<file path="config.mk">
export PLATFORM = sky130hd
export DESIGN_NAME = ok_wireout_poller_flat
export DESIGN_NICKNAME = d
export VERILOG_FILES = /design/src/rtl/ok_wireout_poller_if.sv /design/src/rtl/ok_wireout_poller.sv /design/src/flat_wrapper.sv
export SDC_FILE = /design/constraint.sdc
export NUM_CORES = 2
export LEC_CHECK = 0
export CAP_MARGIN = 15
export CORE_MARGIN = 8
export CORE_UTILIZATION = 40
export CTS_CLUSTER_SIZE = 8
export DETAILED_ROUTE_END_ITERATION = 10
export HOLD_SLACK_MARGIN = 0.02
export PLACE_DENSITY = 0.6
export SLEW_MARGIN = 20
export SYNTH_ARGS = -nofsm -noshare
export SYNTH_HDL_FRONTEND = slang
export SYNTH_SLANG_ARGS = --single-unit
</file>
<file path="constraint.sdc">
create_clock -name ti_clk -period 81.5 [get_ports ti_clk]
set_input_delay 12.225 -clock ti_clk [delete_from_list [all_inputs] [get_ports ti_clk]]
set_output_delay 12.225 -clock ti_clk [all_outputs]
set_load 0.1 [all_outputs]
</file>
<file path="src/rtl/ok_wireout_poller_if.sv">
// Wire Out poller bundle: sweep control, okHE/okEH fields and capture read port.
//   master : the poller (drives busy/done/ti_wireupdate/ti_addr/rd_data/sweep_count)
//   slave  : host model + endpoints (drives start/eh_data/rd_idx)
interface ok_wireout_poller_if;
  logic        start;
  logic        busy;
  logic        done;
  logic        ti_wireupdate;
  logic [7:0]  ti_addr;
  logic [31:0] eh_data;
  logic [5:0]  rd_idx;
  logic [31:0] rd_data;
  logic [15:0] sweep_count;

  modport master (
    input  start, eh_data, rd_idx,
    output busy, done, ti_wireupdate, ti_addr, rd_data, sweep_count
  );

  modport slave (
    output start, eh_data, rd_idx,
    input  busy, done, ti_wireupdate, ti_addr, rd_data, sweep_count
  );
endinterface

</file>
<file path="src/rtl/ok_wireout_poller.sv">
// Host-side Wire Out sequencer. One ti_wireupdate pulse makes every endpoint
// latch its input, then ti_addr walks FIRST_ADDR..FIRST_ADDR+NUM_WIRES-1 and
// each returned eh_data word is captured into a slot of a local register file.
// Ports:
//   ti_clk   : clock, rising edge
//   ti_reset : asynchronous active-high reset
//   bus      : ok_wireout_poller_if.master (start/busy/done, okHE/okEH fields,
//              capture read port rd_idx/rd_data, sweep_count)
module ok_wireout_poller #(
  parameter logic [7:0] FIRST_ADDR = 8'h20,
  parameter int         NUM_WIRES  = 32,
  parameter int         SETTLE     = 1
) (
  input logic             ti_clk,
  input logic             ti_reset,
  ok_wireout_poller_if.master bus
);

  if (NUM_WIRES < 1 || NUM_WIRES > 64) begin : g_bad_num_wires
    $error("NUM_WIRES must be 1..64");
  end
  if (SETTLE < 0 || SETTLE > 15) begin : g_bad_settle
    $error("SETTLE must be 0..15");
  end

  localparam logic [5:0] LAST_IDX = 6'(NUM_WIRES - 1);
  localparam logic [3:0] SETTLE_C = 4'(SETTLE);
  localparam logic [6:0] NW_C     = 7'(NUM_WIRES);

  typedef enum logic [1:0] {IDLE, UPDATE, ADDR, DONE} state_t;

  state_t      state_q, state_d;
  logic [5:0]  idx_q, idx_d;
  logic [3:0]  cnt_q, cnt_d;
  logic [15:0] sweep_q;
  logic [31:0] mem_q [64];
  logic        sample;

  // State register
  always_ff @(posedge ti_clk or posedge ti_reset) begin
    if (ti_reset) begin
      state_q <= IDLE;
      idx_q   <= '0;
      cnt_q   <= '0;
    end else begin
      state_q <= state_d;
      idx_q   <= idx_d;
      cnt_q   <= cnt_d;
    end
  end

  // Next-state logic
  always_comb begin
    state_d = state_q;
    idx_d   = idx_q;
    cnt_d   = cnt_q;
    case (state_q)
      IDLE:   if (bus.start) state_d = UPDATE;
      UPDATE: begin
        idx_d   = '0;
        cnt_d   = '0;
        state_d = ADDR;
      end
      ADDR: begin
        if (cnt_q != SETTLE_C) begin
          cnt_d = cnt_q + 4'd1;
        end else begin
          cnt_d = '0;
          if (idx_q == LAST_IDX) state_d = DONE;
          else                   idx_d   = idx_q + 6'd1;
        end
      end
      DONE:    state_d = IDLE;
      default: state_d = IDLE;
    endcase
  end

  // Outputs (Moore); ti_addr only leaves 00 while an address is being held,
  // so no slot can be sampled against a stale address.
  always_comb begin
    bus.busy          = (state_q != IDLE);
    bus.done          = (state_q == DONE);
    bus.ti_wireupdate = (state_q == UPDATE);
    bus.ti_addr       = (state_q == ADDR) ? FIRST_ADDR + {2'b00, idx_q} : 8'h00;
    sample            = (state_q == ADDR) && (cnt_q == SETTLE_C);
  end

  // Completed-sweep counter, wraps naturally at 16 bits
  always_ff @(posedge ti_clk or posedge ti_reset) begin
    if (ti_reset)              sweep_q <= '0;
    else if (state_q == DONE)  sweep_q <= sweep_q + 16'd1;
  end

  // Capture slots: cleared by reset, otherwise each keeps its value until
  // its own index is sampled again.
  always_ff @(posedge ti_clk or posedge ti_reset) begin
    if (ti_reset) begin
      for (int i = 0; i < 64; i++) mem_q[i] <= '0;
    end else if (sample) begin
      mem_q[idx_q] <= bus.eh_data;
    end
  end

  assign bus.sweep_count = sweep_q;
  assign bus.rd_data     = ({1'b0, bus.rd_idx} < NW_C) ? mem_q[bus.rd_idx] : 32'h0;

endmodule

</file>
<file path="src/flat_wrapper.sv">
// flat-port wrapper written by rule: the top's interface ports become plain ports
module ok_wireout_poller_flat 
#(
  parameter logic [7:0] FIRST_ADDR = 8'h20,
  parameter int         NUM_WIRES  = 32,
  parameter int         SETTLE     = 1
)
  (ti_clk, ti_reset, bus_start, bus_eh_data, bus_rd_idx, bus_busy, bus_done, bus_ti_wireupdate, bus_ti_addr, bus_rd_data, bus_sweep_count);
  ok_wireout_poller_if bus_i ();
  input logic ti_clk;
  input logic ti_reset;
  input wire logic [$bits(bus_i.start)-1:0] bus_start;
  input wire logic [$bits(bus_i.eh_data)-1:0] bus_eh_data;
  input wire logic [$bits(bus_i.rd_idx)-1:0] bus_rd_idx;
  output wire logic [$bits(bus_i.busy)-1:0] bus_busy;
  output wire logic [$bits(bus_i.done)-1:0] bus_done;
  output wire logic [$bits(bus_i.ti_wireupdate)-1:0] bus_ti_wireupdate;
  output wire logic [$bits(bus_i.ti_addr)-1:0] bus_ti_addr;
  output wire logic [$bits(bus_i.rd_data)-1:0] bus_rd_data;
  output wire logic [$bits(bus_i.sweep_count)-1:0] bus_sweep_count;
  assign bus_i.start = bus_start;
  assign bus_i.eh_data = bus_eh_data;
  assign bus_i.rd_idx = bus_rd_idx;
  assign bus_busy = bus_i.busy;
  assign bus_done = bus_i.done;
  assign bus_ti_wireupdate = bus_i.ti_wireupdate;
  assign bus_ti_addr = bus_i.ti_addr;
  assign bus_rd_data = bus_i.rd_data;
  assign bus_sweep_count = bus_i.sweep_count;
  ok_wireout_poller #(.FIRST_ADDR(FIRST_ADDR), .NUM_WIRES(NUM_WIRES), .SETTLE(SETTLE)) u_core (.ti_clk(ti_clk), .ti_reset(ti_reset), .bus(bus_i));
endmodule
</file>
==> flow_summary.toml <==
[finish]
fillers = 10400
area_delta_synth_final_pct = 12.7
final_nets = 3078
instances_no_fill = 4657
final_layout_size_suffix_gt1_share_pct = 51.5
fin_area_um2 = 54100

[synthesis]
synth_top_family_by_area = "multiplexers"
synth_area_leader_cell = "dfrtp_1"
netlist_instances = 3021
synth_area_um2 = 48100
synth_top_cell_area_share_pct = 54.8
synth_simple_gate_area_share_pct = 1.42
synth_edf_count = 0
yosysMostFrequentCell = "dfrtp_1"
synth_compound_area_share_pct = 1.87
ys_seq_area_share_pct = 54.8
synth_common_cells = "dfrtp_1 (1052), mux2_2 (1035), mux4_2 (256), clkbuf_1 (118), buf_2 (114)"
syn_area_per_cell_um2 = 15.9
synth_fa_ha_area_share_pct = 0.234
synth_area_leaders = "dfrtp_1 (55%), mux2_2 (24%), mux4_2 (12%), mux2i_1 (1.8%), buf_2 (1.2%)"
synth_xor_area_share_pct = 0.310
synthMuxAreaShare_pct = 38.1
yosys_warnings = 0
synth_ff_type = "dfrtp_1"
synthArstFlopShare_pct = 100
ys_ff_latch = 1052
synthesis.nets = 3071
synth.distinct_cells = 47

[sta]
rsz0062_at_grt = "no"
timing.hold.ws_ps = 476
clock.fmax_mhz = 34.6
fin_ws_ps = 52590
finalHoldViolations = 0
fin_crit_ps = 28910
slew_headroom_pct = 17.3
worstMarginPinSlew_ps = 1230
period_share_pct = 35.5
fin_skew_ps = 28.2
final_max_slew_viol_count = 0
finalSetupViolations = 0
fin_tns_setup_ps = 0

[cts]
cts_tree = "yes"
clk_pin_slew_ps = 50
cts_root_buf = "clkbuf_16"
postCtsSetupBuffers = 0
clk_latency_ps = 730
ctsHtreeMaxLevel = 4
cts_buffer_depth = 3
cts.sinks = 1052
cts_resized = 0
numCtsBuffers = 149
hold_buffers = 0

[worst_setup_path]
required_ps = 69280
path_max_fanout = 65
arrival_ps = 16690
startpoint_type = "primary input"
worstRegToRegCells = 8
worstSetupEndpointType = "primary output"
crit_type = "primary input to primary output"

[floorplanning]
die_y_um = 363
initial_utilization_pct = 40.2
die_width_um = 363
die_area_um2 = 131000
ioPinCount = 100
coreArea_um2 = 119000
rows = 127

[pwr]
switchingPower_uw = 336
p_sw_share_pct = 25.6
powerDensity_nw_per_um2 = 24.3
seq_power_share_pct = 45.0
p_int_uw = 977
p_comb_share_pct = 13.3
leakage_nw = 24.0
p_clk_share_pct = 41.7
peakVddDrop_v = 0.0000213

[flow_run]
drv_cap = 0

[min_path]
hold_class = "register to register"
hold_depth = 1

[global_routing]
grt_pass1_wl_um = 201000
grt_pass1_vias = 30200
grt.busiest_layer = "met2"
met3_usage_pct = 3.81
grt_max_degree = 175
met1_usage_pct = 26.4
grt-ovfl-total = 0
grtUsageTotal_pct = 20.2
met2_usage_pct = 33.8
antenna_found_initial = 5

[status]
status = "complete, no violations"

[placed_design]
placed_area_um2 = 50100
dpl.hpwl_um = 74300
dp.cells = 4488
place_congestion = 0.767
pre_cts_ws_ps = 52490
port-buffer-count = 98

[drt]
drc = 0
drt_iter0_markers = 1704
vias_per_cell = 5.83
wl_per_cell_um = 28.3
wirelength_um = 132000
ant_nets = 0
dr.pass1.iters = 5
via_count = 27100
==> kinds of logic (layout without fill, tap and decap cells) <==
| logic type | Yosys count | after routing |
|---|---|---|
| multiplexers | 1378 | 1378 |
| adder cells (fa/ha/maj) | 9 | 9 |
| AO/OA/AOI/OAI | 118 | 118 |
| flip-flops | 1052 | 1052 |
| XOR/XNOR | 17 | 17 |
| other | 1 | 2 |
| AND/OR/NAND/NOR | 144 | 144 |
| buffers and inverters | 302 | 325 |
==> layout make-up <==
cell class | count | area [um2] | area share [%]
clock inverter | 9 | 109 | 0.201
inverter | 8 | 37.5 | 0.0693
tap | 1612 | 2020 | 3.73
timing repair buffer | 150 | 1370 | 2.53
antenna | 1 | 2.50 | 0.00462
multi-input combinational | 1667 | 20400 | 37.6
sequential | 1052 | 26300 | 48.6
clock buffer | 158 | 3900 | 7.20
==> power groups by stage <==
stage	clock [mW]	sequential [mW]	combinational, mW
floorplan	0	0.601	0.129
global placement	0	0.594	0.170
detailed placement	0	0.598	0.177
CTS	0.563	0.590	0.177
global route	0.584	0.595	0.187
finish	0.548	0.591	0.175
==> final timing paths <==
| check | slack, ps | end | startpoint |
|---|---|---|---|
| worst max-delay path | 52590 | bus_rd_data[17] | bus_rd_idx[2] |
| worst min-delay path | 480 | u_core.bus.sweep_count[15] | u_core.bus.sweep_count[15] |
| worst max register to register | 77530 | u_core.mem_q[1678] | u_core.state_q[0] |
| worst min register to register | 480 | u_core.bus.sweep_count[15] | u_core.bus.sweep_count[15] |
| max in group asynchronous | 66330 | u_core.mem_q[1258] | ti_reset |
| min in group asynchronous | 12040 | u_core.bus.sweep_count[2] | ti_reset |
==> metrics by stage <==
stage	power, mW	util (%)
detailed placement	0.775	42.0
CTS	1.33	45.3
global placement	0.764	41.9
floorplan	0.730	-
global route	1.37	45.3
finish	1.31	45.3
==> placed cells by master (no fill, tap or decap), types with 9 or more instances in the layout <==
cell / count
dfrtp_1: 1052
a21oi_1: 26
nor2_1: 37
clkbuf_16: 155
mux2i_1: 87
a22oi_1: 10
ha_1: 9
a221o_1: 32
a221oi_1: 23
mux2_2: 1035
xnor2_1: 11
mux4_2: 256
o21ai_0: 10
nand2_4: 9
clkdlybuf4s50_1: 82
buf_2: 13
buf_4: 46
a31oi_1: 9
nand2_1: 27
nor2_4: 17
==> metal layers <==
layer / up-vias / routed length (um)
li1: 11200 / -
met1: 15000 / 55700
met3: 256 / 6690
met4: 2 / 4360
met5: - / 9
met2: 723 / 64900
==> state kept, by name, indices dropped and copies added, names as in the netlist <==
| register | cells |
|---|---|
| u_core.state_q | 2 |
| u_core.cnt_q | 4 |
| u_core.idx_q | 6 |
| u_core.bus.sweep_count | 16 |
| u_core.mem_q | 1024 |
==> worst max-delay path, cell delays in order <==
cell and delay, ps:
buf_8 520, buf_4 770, buf_4 830, mux4_2 370, mux2i_1 70, a221o_1 330, a21oi_1 280, clkdlybuf4s50_1 1200
(Power assumes the default switching activity.)
